[src/rtl/uart_pkg.sv]
// rtl/uart_pkg.sv - shared types, constants and checksum helper for the UART frame deframer
package uart_pkg;

  typedef enum logic [2:0] {
    HUNT,
    LEN,
    PAYLOAD,
    CHECK,
    DRAIN
  } deframer_state_t;

  localparam logic [7:0] UART_SOF = 8'h7E;

  function automatic logic [7:0] chk8_add(input logic [7:0] sum, input logic [7:0] data);
    return sum + data;
  endfunction

endpackage

[src/rtl/uart_rx_deframer.sv]
// rtl/uart_rx_deframer.sv - pulls bytes from the UART rx FIFO, verifies length-prefixed frames, streams payloads
module uart_rx_deframer
  import uart_pkg::*;
#(
  parameter int         MAX_LEN        = 16,
  parameter logic [7:0] SOF_BYTE       = UART_SOF,
  parameter int         TIMEOUT_CYCLES = 20000
) (
  input  logic        clk,
  input  logic        rst_n,
  input  logic        rx_data_ready,
  input  logic [7:0]  rx_data,
  output logic        read_data,
  output logic [7:0]  m_data,
  output logic        m_valid,
  input  logic        m_ready,
  output logic        m_last,
  output logic        frame_ok,
  output logic        crc_err,
  output logic        len_err,
  output logic        timeout_err,
  output logic [15:0] frame_count
);

  localparam int IW = $clog2(MAX_LEN + 1);
  localparam int AW = (MAX_LEN > 1) ? $clog2(MAX_LEN) : 1;
  localparam int TW = (TIMEOUT_CYCLES > 1) ? $clog2(TIMEOUT_CYCLES + 1) : 1;
  localparam logic [TW-1:0] TLIMIT = TW'(TIMEOUT_CYCLES - 1);

  deframer_state_t state, state_next;

  logic          pending;
  logic [7:0]    sum;
  logic [IW-1:0] len;
  logic [IW-1:0] idx;
  logic [IW-1:0] rd_idx;
  logic [TW-1:0] tcnt;
  logic [7:0]    buf_mem [MAX_LEN];

  logic capture, in_frame, timeout_now, len_bad, chk_ok, idx_last, rd_last, drain_hs;
  logic read_data_d, frame_ok_d, crc_err_d, len_err_d, timeout_err_d;

  // rx_data is valid exactly in the cycle after a pop, which is when pending is set
  assign capture     = pending;
  assign in_frame    = (state == LEN) || (state == PAYLOAD) || (state == CHECK);
  assign timeout_now = (TIMEOUT_CYCLES != 0) && in_frame && !capture && (tcnt == TLIMIT);
  assign len_bad     = (rx_data == 8'h00) || (int'(rx_data) > MAX_LEN);
  assign chk_ok      = (chk8_add(sum, rx_data) == 8'h00);
  assign idx_last    = (idx == len - IW'(1));
  assign rd_last     = (rd_idx == len - IW'(1));
  assign drain_hs    = m_valid && m_ready;

  assign m_data = m_valid ? buf_mem[rd_idx[AW-1:0]] : 8'h00;
  assign m_last = m_valid && rd_last;

  always_ff @(posedge clk or negedge rst_n) begin
    if (!rst_n) state <= HUNT;
    else        state <= state_next;
  end

  always_comb begin
    state_next = state;
    case (state)
      HUNT: begin
        if (capture && rx_data == SOF_BYTE) state_next = LEN;
      end
      LEN: begin
        if (capture)          state_next = len_bad ? HUNT : PAYLOAD;
        else if (timeout_now) state_next = HUNT;
      end
      PAYLOAD: begin
        if (capture) begin
          if (idx_last) state_next = CHECK;
        end else if (timeout_now) begin
          state_next = HUNT;
        end
      end
      CHECK: begin
        if (capture)          state_next = chk_ok ? DRAIN : HUNT;
        else if (timeout_now) state_next = HUNT;
      end
      DRAIN: begin
        if (drain_hs && rd_last) state_next = HUNT;
      end
      default: state_next = HUNT;
    endcase
  end

  always_comb begin
    read_data_d   = (state_next != DRAIN) && rx_data_ready && !read_data && !timeout_now;
    frame_ok_d    = (state == CHECK) && capture && chk_ok;
    crc_err_d     = (state == CHECK) && capture && !chk_ok;
    len_err_d     = (state == LEN) && capture && len_bad;
    timeout_err_d = timeout_now;
  end

  always_ff @(posedge clk or negedge rst_n) begin
    if (!rst_n) begin
      read_data   <= 1'b0;
      pending     <= 1'b0;
      frame_ok    <= 1'b0;
      crc_err     <= 1'b0;
      len_err     <= 1'b0;
      timeout_err <= 1'b0;
      frame_count <= 16'h0000;
      m_valid     <= 1'b0;
      sum         <= 8'h00;
      len         <= '0;
      idx         <= '0;
      rd_idx      <= '0;
      tcnt        <= '0;
    end else begin
      read_data   <= read_data_d;
      pending     <= read_data && !timeout_now;
      frame_ok    <= frame_ok_d;
      crc_err     <= crc_err_d;
      len_err     <= len_err_d;
      timeout_err <= timeout_err_d;
      if (frame_ok_d && frame_count != 16'hFFFF) frame_count <= frame_count + 16'd1;
      // stream opens the cycle after frame_ok, closes on the last handshake
      if (frame_ok)                 m_valid <= 1'b1;
      else if (drain_hs && rd_last) m_valid <= 1'b0;
      if (!in_frame || capture) tcnt <= '0;
      else                      tcnt <= tcnt + TW'(1);
      if (capture) begin
        case (state)
          HUNT:    sum <= 8'h00;
          LEN: begin
            len <= rx_data[IW-1:0];
            sum <= rx_data;
            idx <= '0;
          end
          PAYLOAD: begin
            sum <= chk8_add(sum, rx_data);
            idx <= idx + IW'(1);
          end
          CHECK:   rd_idx <= '0;
          default: ;
        endcase
      end
      if (drain_hs) rd_idx <= rd_idx + IW'(1);
    end
  end

  always_ff @(posedge clk) begin
    if (capture && state == PAYLOAD) buf_mem[idx[AW-1:0]] <= rx_data;
  end

endmodule

[config.mk]
export PLATFORM = sky130hd
export DESIGN_NAME = uart_rx_deframer
export DESIGN_NICKNAME = d
export VERILOG_FILES = /design/src/rtl/uart_pkg.sv /design/src/rtl/uart_rx_deframer.sv
export SDC_FILE = /design/constraint.sdc
export NUM_CORES = 1
export LEC_CHECK = 0
export CAP_MARGIN = 30
export CORE_MARGIN = 5
export CORE_UTILIZATION = 40
export DETAILED_ROUTE_END_ITERATION = 7
export MAX_ROUTING_LAYER = met4
export SLEW_MARGIN = 40
export SYNTH_ARGS = -nofsm -noshare
export SYNTH_HDL_FRONTEND = slang
export SYNTH_SLANG_ARGS = --single-unit
[constraint.sdc]
create_clock -name clk -period 3.99 [get_ports clk]
set_input_delay 0.399 -clock clk [delete_from_list [all_inputs] [get_ports clk]]
set_output_delay 0.399 -clock clk [all_outputs]
set_load 0.05 [all_outputs]
* After elaboration in Yosys (flattened, before gate mapping) *
Memory sizes are Yosys's and may differ from the RTL's.
Cells that the tools add are included.

cells by class
  muxes and demuxes = 21
  magnitude comparators = 1
  reductions and logical operators = 38
  $add $sub $neg = 6
  eq/ne operators = 10

operators with widths
  cell                                                                              count
  3-bit two-way mux                                                                 8
  8-bit case mux with 3 select lines                                                1
  1-bit logical AND                                                                 17
  16-bit by 1-bit adder with 16-bit output (second input constant)                  1
  8-bit zero test                                                                   2
  16-bit != test (second input constant)                                            1
  15-bit by 1-bit adder with 15-bit output (second input constant)                  1
  15-bit equality test (second input constant)                                      1
  15-bit two-way mux                                                                1
  5-bit two-way mux                                                                 3
  3-bit case mux with 5 select lines                                                1
  5-bit by 1-bit adder with 5-bit output (second input constant)                    2
  5-bit equality test                                                               2
  5-bit case mux with 2 select lines                                                1
  8-bit adder                                                                       1
  8-bit by 7-bit equality test with 1-bit output (second input constant)            1
  8-bit by 5-bit greater-than comparator with 1-bit output (second input constant)  1
  8-bit two-way mux                                                                 1
  2-bit AND reduction                                                               4
  2-bit nonzero test                                                                4
  3-bit by 2-bit equality test with 1-bit output (second input constant)            2
  1-bit zero test                                                                   5
  5-bit by 1-bit subtractor with 5-bit output (second input constant)               1
  1-bit logical OR                                                                  4
  7 further kinds                                                                   10

word-level totals
  output and inout bits = 31
  register bits after elaboration = 64
  bits of input ports = 12
  RAM bits = 128
  memories = 1

memories
  name     depth  width  rd ports  clocked after memory_dff  wr ports  line                    RTL
  buf_mem  16     8      1         0                         1         uart_rx_deframer.sv:38  logic [7:0] buf_mem [MAX_LEN];

* Depth between registers and ports, before layout *
  word-level depth = 12
  depth in mapped cells = 11

* Least setup slack after synthesis *
Ideal clock, no wire load.

  path kind = register to output
  from = register rd_idx[0]
  to = output m_data[0]
  setup slack = 0.955 ns
  data arrival time = 2.636 ns
  stages on the path, launching flop included = 6
  required time = 3.591 ns
  path through = dfrtp_1 -> clkbuf_1 -> buf_1 -> mux4_2 -> mux4_2 -> and2_1

on the way
  longest elaborated chain between the ends = 2

ends and longest elaborated chain
  what                    line                     RTL
  from (decl)             uart_rx_deframer.sv:36   logic [IW-1:0] rd_idx;
  from (signal assigned)  uart_rx_deframer.sv:141  if (drain_hs) rd_idx <= rd_idx + IW'(1);
  memory read 16 x 8 bit  n/a
  8-bit two-way mux       uart_rx_deframer.sv:53   assign m_data = m_valid ? buf_mem[rd_idx[AW-1:0]] : 8'h00;
  to (decl)               uart_rx_deframer.sv:14   output logic [7:0] m_data,

Every way passes these cells.

* Worst setup path in the final report *
  from = register rd_idx[0]
  to = output m_data[2]

Same word-level chain as after synthesis.

==> metrics.md <==
| Metric | Value |
|---|---|
| RR Startpoint | `sum[0]` |
| Routed vias/inst | `5.33` |
| Stages on the worst setup path | `5` |
| Pre-antenna DRT Iters | `5` |
| Setup crit end kind | `output pin` |
| Number of global-route vias before repair | `5093` |
| # resized after CTS | `0` |
| Vert. Die Dim | `156 um` |
| Fmax | `about 290 MHz` |
| Initial core utilization | `0.405` |
| Cell with the most instances after synthesis | `edfxtp_1` |
| Top delay family on crit path | `multiplexers` |
| Syn_area_per_cell | `14.8 um^2` |
| Post-route ant nets | `0` |
| Clock Latency Late Sink | `approximately 0.43 ns` |
| Hold Path Class | `in2async` |
| CORE AREA | `21000 um^2` |
| Worst R2R Setup Slack | `0.95 ns` |
| Synth unique cells | `54` |
| Reg-to-Reg End | `frame_count[12]` |
| Setup WS pre-CTS | `approximately 0.32 ns` |
| I/O Buffers | `42` |
| Die area | `24200 um^2` |
| N_diodes | `0` |
| Final Instance Count excl. Fillers | `920` |
| # clock sinks | `192` |
| Clk slew on worst S/H paths | `0.07 ns` |
| Post-synth EDFFs | `128` |
| Cell row count | `53` |
| Post-synth top area cell | `edfxtp_1` |
| Seq/Total Area, Yosys | `0.641` |
| Num CTS Buffers | `17` |
| Crit-path most repeated cell | `mux4_2` |
| # nets final | `660` |
| Synth top cells by count | `edfxtp_1 (128), dfrtp_1 (64), nor2_1 (47), mux4_2 (40), nand2_1 (39)` |
| Root Buffer | `clkbuf_16` |
| Post-Place Cell Area | `~9300 um^2` |
| Clock Path Buffers | `2` |
| Mapped cell area | `8490 um^2` |
| Final setup vio count | `0` |
| Worst Path Required | `3.59 ns` |
| Final worst path period need | `3.50 ns` |
| Share of layout cells above drive strength 1 | `0.175` |
| First-pass GRT wire length | `29400 um` |
| YS warnings | `0` |
| Initial antenna violation count | `0` |
| Maximum vdd drop | `about 170 uV` |
| Final hold violation count | `0` |
| Reg2Reg Depth | `10` |
| Largest net degree at the start of global routing | `38` |
| Total congestion overflow | `0` |
| Primary FF master, synth | `edfxtp_1` |
| Final Util | `0.470` |
| Layout Skew | `0.00758 ns` |
| Critical Path Start Type | `flip-flop` |
| CTS tree | `yes` |
| DRC Markers | `0` |
| Power Total | `3.86 mW` |
| Max-cap violations | `0` |
| Placed insts | `887` |
| Hold Slack | `0.455 ns` |
| CP max stage delay | `0.70 ns` |
| Gpl congestion | `0.915` |
| Post-Synthesis Cells | `roughly 580` |
| Via count | `4899` |
| Slew HR | `0.413` |
| Area contributors post-synth | `edfxtp_1 (45%), dfrtp_1 (19%), mux4_2 (11%)` |
| Final Slew Violations | `0` |
| #FFs+latches synth | `192` |
| Worst Path Arrival | `approximately 3.1 ns` |
| Critical path fanouts, max | `37` |
| Mapped Nets | `approximately 600` |
| Area Growth Syn to Fin | `16.1%` |
| Total track usage | `0.165` |
| Detailed Place HPWL | `approximately 12000 um` |
| Total wire length | `18600 um` |
| Pwr Density | `392 nW/um^2` |
| H-tree levels | `4` |
| Iter 0 DRT Violations | `roughly 430` |
| Setup TNS | `0 ns` |
| Worst-path cell with the longest stage delay | `clkdlybuf4s50_1` |
| Routed len/inst | `~20 um` |
| P_leak | `3.48 nW` |
| Top-area cell type share of the netlist area | `0.453` |
| WP buf/inv | `2` |
| Crit-path cells | `buf_12, mux4_2, mux4_2, and2_1, clkdlybuf4s50_1` |
| Worst Setup Path Type | `reg2out` |
| Die X | `156 um` |
| Finished Cell Area | `9860 um^2` |
| Ports | `43` |
| Final WS setup | `0.490 ns` |
| Post-synth ARST share | `0.333` |
| Worst slew pin tran | `0.878 ns` |
| Unrepaired setup endpoints after global routing | `no` |
| Fin crit share | `0.877` |
| Outcome | `complete, no violations` |
-- flip-flops by register name, summed over array words and instances, names as in the netlist --
| register | flops |
|---|---|
| buf_mem | 128 |
| capture | 1 |
| crc_err | 1 |
| frame_count | 16 |
| frame_ok | 1 |
| idx | 5 |
| len | 5 |
| len_err | 1 |
| m_valid | 1 |
| rd_idx | 5 |
| read_data | 1 |
| state | 3 |
| sum | 8 |
| tcnt | 15 |
| timeout_err | 1 |
-- report_power, final --
| part | internal (mW) | switching, mW | total [mW] |
|---|---|---|---|
| registers | 2.13 | 0.00845 | 2.14 |
| clock network | 0.798 | 0.737 | 1.53 |
| logic | 0.0754 | 0.109 | 0.184 |
-- logic make-up after synthesis --
family	synth area share
AO/OA/AOI/OAI	0.0342
XOR/XNOR	0.0485
adder cells (fa/ha/maj)	0.0245
buffers and inverters	0.0175
flip-flops	0.641
multiplexers	0.115
AND/OR/NAND/NOR	0.119
-- worst register-to-register path, delay by kind of cell, from the launching register on --
family	cells	cell delay (ns)
buf+inv	1	0.07
flops	1	0.36
xor+xnor	1	0.18
fa+ha+maj	2	0.59
compound gates	2	0.49
simple gates	4	1.28
-- cell type report --
cell class	count	area [um^2]
clock buffer	20	437
clock inverter	12	83.8
fill	1833	11100
inverter	13	48.8
multi-input combinational	346	2910
sequential	192	5450
tap	275	344
timing repair buffer	62	583
-- cells in the final DEF, fill, tap and decap left out, drive strengths merged, types with 16 or more instances in the layout --
| cell | count |
|---|---|
| edfxtp | 128 |
| dfrtp | 64 |
| nor2 | 47 |
| clkdlybuf4s50 | 41 |
| mux4 | 40 |
| nand2 | 40 |
| xor2 | 29 |
| nand3 | 28 |
| o21ai | 22 |
| buf | 20 |
| clkbuf | 20 |
| xnor2 | 18 |
| nor3 | 17 |
| inv | 16 |
-- layer usage --
| layer | vias up | wire [um] | track usage |
|---|---|---|---|
| met3 | 20 | 742 | 0.0352 |
| met5 | - | 0 | - |
| met1 | 2507 | 8490 | 0.220 |
| li1 | 2275 | - | - |
| met2 | 97 | 9110 | 0.260 |
| met4 | 0 | 223 | 0.0409 |
-- how the worst max path moves through the flow --
stage | from | to | slack (ns)
2_1_floorplan | rd_idx[0] | m_data[0] | 0.96
3_3_place_gp | rx_data[1] | frame_count[12] | 0.45
3_5_place_dp | rx_data[1] | frame_count[15] | 0.32
4_1_cts | rd_idx[0] | m_data[2] | 0.44
5_1_grt | len[1] | m_last | 0.33
6_report | rd_idx[0] | m_data[2] | 0.49
-- what timing repair did --
action / in CTS / in global routing
endpoints found under the hold margin: 0 / 30
hold buffers: 0 / 1
setup buffers: 0 / 0
Power figures use the tool's default switching activity.
